<file path="config.mk">
export PLATFORM = sky130hd
export DESIGN_NAME = perm_out_buffer
export DESIGN_NICKNAME = d
export VERILOG_FILES = /design/src/rtl/perm_out_buffer.sv
export SDC_FILE = /design/constraint.sdc
export NUM_CORES = 2
export LEC_CHECK = 0
export CELL_PAD_IN_SITES_DETAIL_PLACEMENT = 1
export CELL_PAD_IN_SITES_GLOBAL_PLACEMENT = 2
export CORE_MARGIN = 1.5
export CORE_UTILIZATION = 52
export CTS_BUF_LIST = sky130_fd_sc_hd__clkbuf_8
export DETAILED_ROUTE_END_ITERATION = 7
export PLACE_DENSITY_LB_ADDON = 0.1
export SYNTH_ARGS = -nofsm -noshare
export SYNTH_HDL_FRONTEND = slang
export SYNTH_SLANG_ARGS = --single-unit
</file>
<file path="constraint.sdc">
create_clock -name clk -period 5.1 [get_ports clk]
set_input_delay 1.02 -clock clk [delete_from_list [all_inputs] [get_ports clk]]
set_output_delay 1.02 -clock clk [all_outputs]
set_load 0.005 [all_outputs]
</file>
<file path="src/rtl/perm_out_buffer.sv">
// perm_out_buffer: collects permuted words from the permutation controller
// into a register array, then streams them out in capture order over a
// valid/ready handshake once the controller reports ready. Re-armed by start.
module perm_out_buffer #(
    parameter int WORD_W = 64,
    parameter int DEPTH  = 25,
    parameter int CNT_W  = 5
) (
    input  logic              clk,
    input  logic              reset_n,
    input  logic              start,
    input  logic              write_output,
    input  logic [WORD_W-1:0] wr_data,
    input  logic              ready,
    output logic [WORD_W-1:0] out_data,
    output logic              out_valid,
    input  logic              out_ready,
    output logic              done,
    output logic              overflow,
    output logic [CNT_W-1:0]  word_count
);

    typedef enum logic [1:0] {
        S_COLLECT = 2'd0,
        S_DRAIN   = 2'd1,
        S_DONE    = 2'd2
    } state_e;

    localparam logic [CNT_W-1:0] DEPTH_C = CNT_W'(DEPTH);
    localparam logic [CNT_W-1:0] ONE_C   = CNT_W'(1);

    state_e            state_q;
    logic [CNT_W-1:0]  wr_ptr_q, wr_ptr_d;
    logic [CNT_W-1:0]  rd_ptr_q;
    logic [CNT_W-1:0]  word_count_q, word_count_d;
    logic              overflow_q;
    logic              out_valid_q;
    logic              done_q;
    logic [WORD_W-1:0] mem_q [DEPTH];

    logic full;
    logic wr_en;
    logic drop;
    logic last_rd;

    // Decode capture/drop decisions and the count as it will be after this edge.
    always_comb begin
        full         = (word_count_q == DEPTH_C);
        wr_en        = !start && (state_q == S_COLLECT) && write_output && !full;
        drop         = !start && write_output && ((state_q != S_COLLECT) || full);
        wr_ptr_d     = wr_en ? (wr_ptr_q + ONE_C) : wr_ptr_q;
        word_count_d = wr_en ? (word_count_q + ONE_C) : word_count_q;
        last_rd      = (rd_ptr_q == (word_count_q - ONE_C));
    end

    // Control FSM: pointers, sticky overflow and registered valid/done flags.
    always_ff @(posedge clk or negedge reset_n) begin
        if (!reset_n) begin
            state_q      <= S_COLLECT;
            wr_ptr_q     <= '0;
            rd_ptr_q     <= '0;
            word_count_q <= '0;
            overflow_q   <= 1'b0;
            out_valid_q  <= 1'b0;
            done_q       <= 1'b0;
        end else if (start) begin
            state_q      <= S_COLLECT;
            wr_ptr_q     <= '0;
            rd_ptr_q     <= '0;
            word_count_q <= '0;
            overflow_q   <= 1'b0;
            out_valid_q  <= 1'b0;
            done_q       <= 1'b0;
        end else begin
            if (drop) begin
                overflow_q <= 1'b1;
            end
            case (state_q)
                S_COLLECT: begin
                    wr_ptr_q     <= wr_ptr_d;
                    word_count_q <= word_count_d;
                    if (ready) begin
                        rd_ptr_q <= '0;
                        if (word_count_d != '0) begin
                            state_q     <= S_DRAIN;
                            out_valid_q <= 1'b1;
                        end else begin
                            state_q <= S_DONE;
                            done_q  <= 1'b1;
                        end
                    end
                end
                S_DRAIN: begin
                    if (out_ready) begin
                        if (last_rd) begin
                            state_q     <= S_DONE;
                            out_valid_q <= 1'b0;
                            done_q      <= 1'b1;
                        end else begin
                            rd_ptr_q <= rd_ptr_q + ONE_C;
                        end
                    end
                end
                S_DONE: begin
                    done_q <= 1'b1;
                end
                default: begin
                    state_q     <= S_COLLECT;
                    out_valid_q <= 1'b0;
                    done_q      <= 1'b0;
                end
            endcase
        end
    end

    // Word storage: data only, no reset needed since contents are gated by the pointers.
    always_ff @(posedge clk) begin
        if (wr_en) begin
            mem_q[wr_ptr_q] <= wr_data;
        end
    end

    assign out_data   = out_valid_q ? mem_q[rd_ptr_q] : '0;
    assign out_valid  = out_valid_q;
    assign done       = done_q;
    assign overflow   = overflow_q;
    assign word_count = word_count_q;

endmodule

</file>
==> metrics.log <==
[metrics] number of iterations in the first detailed-routing pass: 5
[metrics] Vert. Die Dim: 349 µm
[metrics] final standard cell area without fillers: 0.0712 mm²
[metrics] number of hold-slack violations in the final timing report: 0
[metrics] uppermost signal routing layer after detailed routing: met5
[metrics] Max VDD drop: 250 µV
[metrics] GRT Util Overall: 0.263
[metrics] number of vias per cell after detailed routing: 6.11
[metrics] nets@finish: 3255
[metrics] sum of internal, switching and leakage power: 0.0264 W
[metrics] crit path max fanout: 41
[metrics] status: finished clean
[metrics] sequential element share of the synthesized area: 0.780
[metrics] area of the core region: 0.118 mm²
[metrics] portion of the clock cycle consumed by the worst path in the final layout: 0.969
[metrics] combined area of the multi-input logic cells: 0.0131 mm²
[metrics] class of the most critical hold timing path: input pin to asynchronous set/reset pin
[metrics] #FFs+latches synth: 1620
[metrics] total congestion overflow: 0
[metrics] met2 WL post-DR: 79.4 mm
[metrics] fraction of final layout cells with drive strength greater than 1: 0.276
[metrics] EDFF count, synth: 1600
[metrics] TritonCTS clock tree: built
[metrics] width of the die: 349 µm
[metrics] Final ANT Viol Nets: 0
[metrics] clock tree root driver cell: sky130_fd_sc_hd__clkbuf_8
[metrics] post-route minimum period: 4940 ps
[metrics] Leak: 21.9 nW
[metrics] worst endpoint required time: 4080 ps
[metrics] CP Class: register to output port
[metrics] detailed-route DRC error count: 0
[metrics] Cell variety after synth: 49
[metrics] cell area after synthesis: 0.0622 mm²
[metrics] Synthesis Warnings: 0
[metrics] Post-Syn Area per Cell: 22.3 µm²
[metrics] maximum number of buffers from clock root to sink: 4
[metrics] total wire length: 156 mm
[metrics] via count of the first global-routing pass: 32960
[metrics] worst slack on hold paths: 441 ps
[metrics] die footprint: 0.122 mm²
[metrics] Setup Viol. Count Final: 0
[metrics] data arrival at the endpoint of the critical path: 3920 ps
[metrics] starting density of the core: 0.525
[metrics] CTS HTree Levels: 5
[metrics] top flip-flop cell by instance count after synthesis: sky130_fd_sc_hd__edfxtp_1
[metrics] number of nets produced by synthesis: 2865
[metrics] first-iteration detailed-routing DRC count: 2811
[metrics] Placer Congestion: 0.747
[metrics] total via count after detailed routing: 30201
[metrics] number of instances in the synthesized netlist: 2787
[metrics] antenna violations before repair: 6
[metrics] Clock Latency Late Sink: 970 ps
[metrics] unrepaired setup endpoints after global routing: yes
[metrics] highest attainable clock frequency: 0.202 GHz
[metrics] measured slew at the worst slew-check pin: 1020 ps
[metrics] area grow syn2layout: 14.5%
[metrics] Max-Cap Viols: 0
[metrics] Worst setup EP type: output port
[metrics] switching power: 0.00578 W
[metrics] Sequential cell area: 0.0486 mm²
[metrics] async set-or-reset flop fraction in the synthesized netlist: 0.0123
[metrics] total power divided by cell area: 371 mW/mm²
[metrics] combinational share of power: 0.057
[metrics] global-route wire length before repair: 226 mm
[metrics] total clock buffers created by CTS: 279
[metrics] count of input and output buffers: 141
[metrics] met3 WL: 9.31 mm
[metrics] Wirelength per Cell: 31.5 µm
[metrics] minimum setup slack after placement: 951 ps
[metrics] sink count of the clock tree: 1620
[metrics] cts hold-fix bufs: 0
[metrics] switching part of the total power: 0.219
[metrics] Clk pin slew, worst setup/hold paths: 50 ps
[metrics] number of filler cells placed in the layout: 9811
[metrics] internal power summed over all cells: 0.0206 W
[metrics] kind of launch point of the worst setup path: register
[metrics] largest net degree at the start of global routing: 65
[metrics] clk_skew: 50.1 ps
[metrics] final worst-path setup slack: 156 ps
[metrics] final core utilization: 0.602
[metrics] sequential power share: 0.558
[metrics] met1 routed wirelength after detailed routing: 63.7 mm
[metrics] number of max-slew violations in the final report: 0
[metrics] clock share of power: 0.384
[metrics] Placed Instance Area: 0.0665 mm²
[metrics] HPWL after detailed placement: 79.9 mm
[metrics] count of boundary I/O pins: 142
[metrics] worst slew margin relative to its limit: 0.319
[metrics] minimum setup slack among reg-to-reg paths: 1960 ps
[metrics] row count: 126
-- layout make-up --
cell class	count	area share
inverter	8	0.000422
timing repair buffer	266	0.0410
multi-input combinational	1002	0.184
clock inverter	159	0.00933
sequential	1620	0.682
tap	1600	0.0281
clock buffer	287	0.0555
antenna	4	0.000141
-- power groups by stage --
stage                     clock, W  sequential [W]  combinational (W)
after floorplan                  0          0.0150           0.000870
after global placement           0          0.0150            0.00148
after detailed placement         0          0.0150            0.00153
after CTS                   0.0104          0.0147            0.00154
after global routing        0.0109          0.0147            0.00164
final                       0.0101          0.0147            0.00151
-- cells by family after synthesis --
family                   count (synthesis)  share of synthesized area
AND/OR/NAND/NOR                        289                     0.0202
flip-flops                            1620                      0.780
AO/OA/AOI/OAI                          190                     0.0169
multiplexers                           500                      0.166
buffers and inverters                  165                     0.0125
adder cells (fa/ha/maj)                  8                    0.00161
XOR/XNOR                                15                    0.00223
-- registers in the layout, summed over array words and instances, names as in the netlist --
name        flops
done            1
mem_q        1600
out_valid       1
overflow        1
rd_ptr_q        5
state_q         2
word_count      5
wr_ptr_q        5
-- through the flow --
step	TNS, ps	std cells
after floorplan	-1140	2787
after global placement	0	4491
after detailed placement	0	4491
after CTS	0	4942
after global routing	-6.40	4943
final	0	4946
-- path summary, 6_finish.rpt --
check | cells past startpoint | to | startpoint
min | 2 | rd_ptr_q[1] | reset_n
min reg2reg | 2 | overflow | overflow
max | 6 | out_data[63] | rd_ptr_q[1]
max reg2reg | 5 | mem_q[22][46] | state_q[1]
max in group asynchronous | 2 | rd_ptr_q[0] | reset_n
min in group clk | 2 | overflow | overflow
-- per-layer routing --
layer  up-vias  track usage
met1     16422        0.356
met3       236       0.0495
met2      1089        0.439
met4         6       0.0765
li1      12448            -
met5         -            0
-- timing repair --
item / CTS / global route
setup endpoints to repair: 23 / 3
pin swaps: 0 / 0
setup buffers: 5 / 0
resized for setup: 0 / 3
-- worst max-delay path, stage by stage, from the launching register on --
cell                              delay (ps)
sky130_fd_sc_hd__dfrtp_4                 710
sky130_fd_sc_hd__buf_4                   620
sky130_fd_sc_hd__mux4_2                  410
sky130_fd_sc_hd__mux2_2                  270
sky130_fd_sc_hd__o21ai_0                 230
sky130_fd_sc_hd__o22ai_1                 180
sky130_fd_sc_hd__clkdlybuf4s50_1         500
-- Yosys cell counts (2+ instances only) --
| master | n | area (µm²) |
|---|---|---|
| sky130_fd_sc_hd__o21ai_1 | 18 | 90.1 |
| sky130_fd_sc_hd__or3b_2 | 2 | 17.5 |
| sky130_fd_sc_hd__nor3_1 | 2 | 10.0 |
| sky130_fd_sc_hd__xnor2_1 | 8 | 70.1 |
| sky130_fd_sc_hd__o22ai_1 | 25 | 156 |
| sky130_fd_sc_hd__edfxtp_1 | 1600 | 48000 |
| sky130_fd_sc_hd__clkbuf_1 | 65 | 244 |
| sky130_fd_sc_hd__xor2_1 | 6 | 52.6 |
| sky130_fd_sc_hd__buf_6 | 5 | 56.3 |
| sky130_fd_sc_hd__ha_1 | 8 | 100 |
| sky130_fd_sc_hd__buf_4 | 18 | 135 |
| sky130_fd_sc_hd__buf_1 | 25 | 93.8 |
| sky130_fd_sc_hd__or3b_1 | 3 | 26.3 |
| sky130_fd_sc_hd__nor2b_1 | 2 | 12.5 |
| sky130_fd_sc_hd__dfrtp_1 | 20 | 500 |
| sky130_fd_sc_hd__a31oi_1 | 2 | 12.5 |
| sky130_fd_sc_hd__nor4_1 | 2 | 12.5 |
| sky130_fd_sc_hd__mux2_2 | 25 | 282 |
| sky130_fd_sc_hd__nand2_1 | 129 | 484 |
| sky130_fd_sc_hd__inv_1 | 8 | 30.0 |
| sky130_fd_sc_hd__mux4_2 | 423 | 9530 |
| sky130_fd_sc_hd__a32o_1 | 3 | 30.0 |
| sky130_fd_sc_hd__a21oi_1 | 83 | 415 |
| sky130_fd_sc_hd__nand3_1 | 29 | 145 |
| sky130_fd_sc_hd__or3_1 | 3 | 18.8 |
| sky130_fd_sc_hd__nand4_1 | 3 | 18.8 |
| sky130_fd_sc_hd__mux2i_1 | 52 | 521 |
| sky130_fd_sc_hd__o31ai_1 | 2 | 15.0 |
| sky130_fd_sc_hd__o21ai_0 | 48 | 240 |
| sky130_fd_sc_hd__nor2_1 | 99 | 372 |
| sky130_fd_sc_hd__a21o_1 | 2 | 15.0 |
| sky130_fd_sc_hd__buf_2 | 44 | 220 |
| sky130_fd_sc_hd__and2_1 | 2 | 12.5 |
| sky130_fd_sc_hd__nand3b_1 | 6 | 45.0 |
-- cell usage in the layout (no fill, tap or decap), types with 15 or more instances in the layout --
master                            count
sky130_fd_sc_hd__clkdlybuf4s50_1    140
sky130_fd_sc_hd__buf_12              40
sky130_fd_sc_hd__o21ai_0             48
sky130_fd_sc_hd__o22ai_1             25
sky130_fd_sc_hd__buf_4               81
sky130_fd_sc_hd__nor2_1              74
sky130_fd_sc_hd__dfrtp_1             15
sky130_fd_sc_hd__clkbuf_8           287
sky130_fd_sc_hd__clkinv_1            50
sky130_fd_sc_hd__inv_1               93
sky130_fd_sc_hd__nand2_1            128
sky130_fd_sc_hd__clkinv_2            17
sky130_fd_sc_hd__mux4_2             423
sky130_fd_sc_hd__o21ai_1             18
sky130_fd_sc_hd__a21oi_1             83
sky130_fd_sc_hd__nand3_1             29
sky130_fd_sc_hd__nor2_4              25
sky130_fd_sc_hd__edfxtp_1          1600
sky130_fd_sc_hd__mux2_2              25
sky130_fd_sc_hd__mux2i_1             52
(Power assumes the default switching activity.)
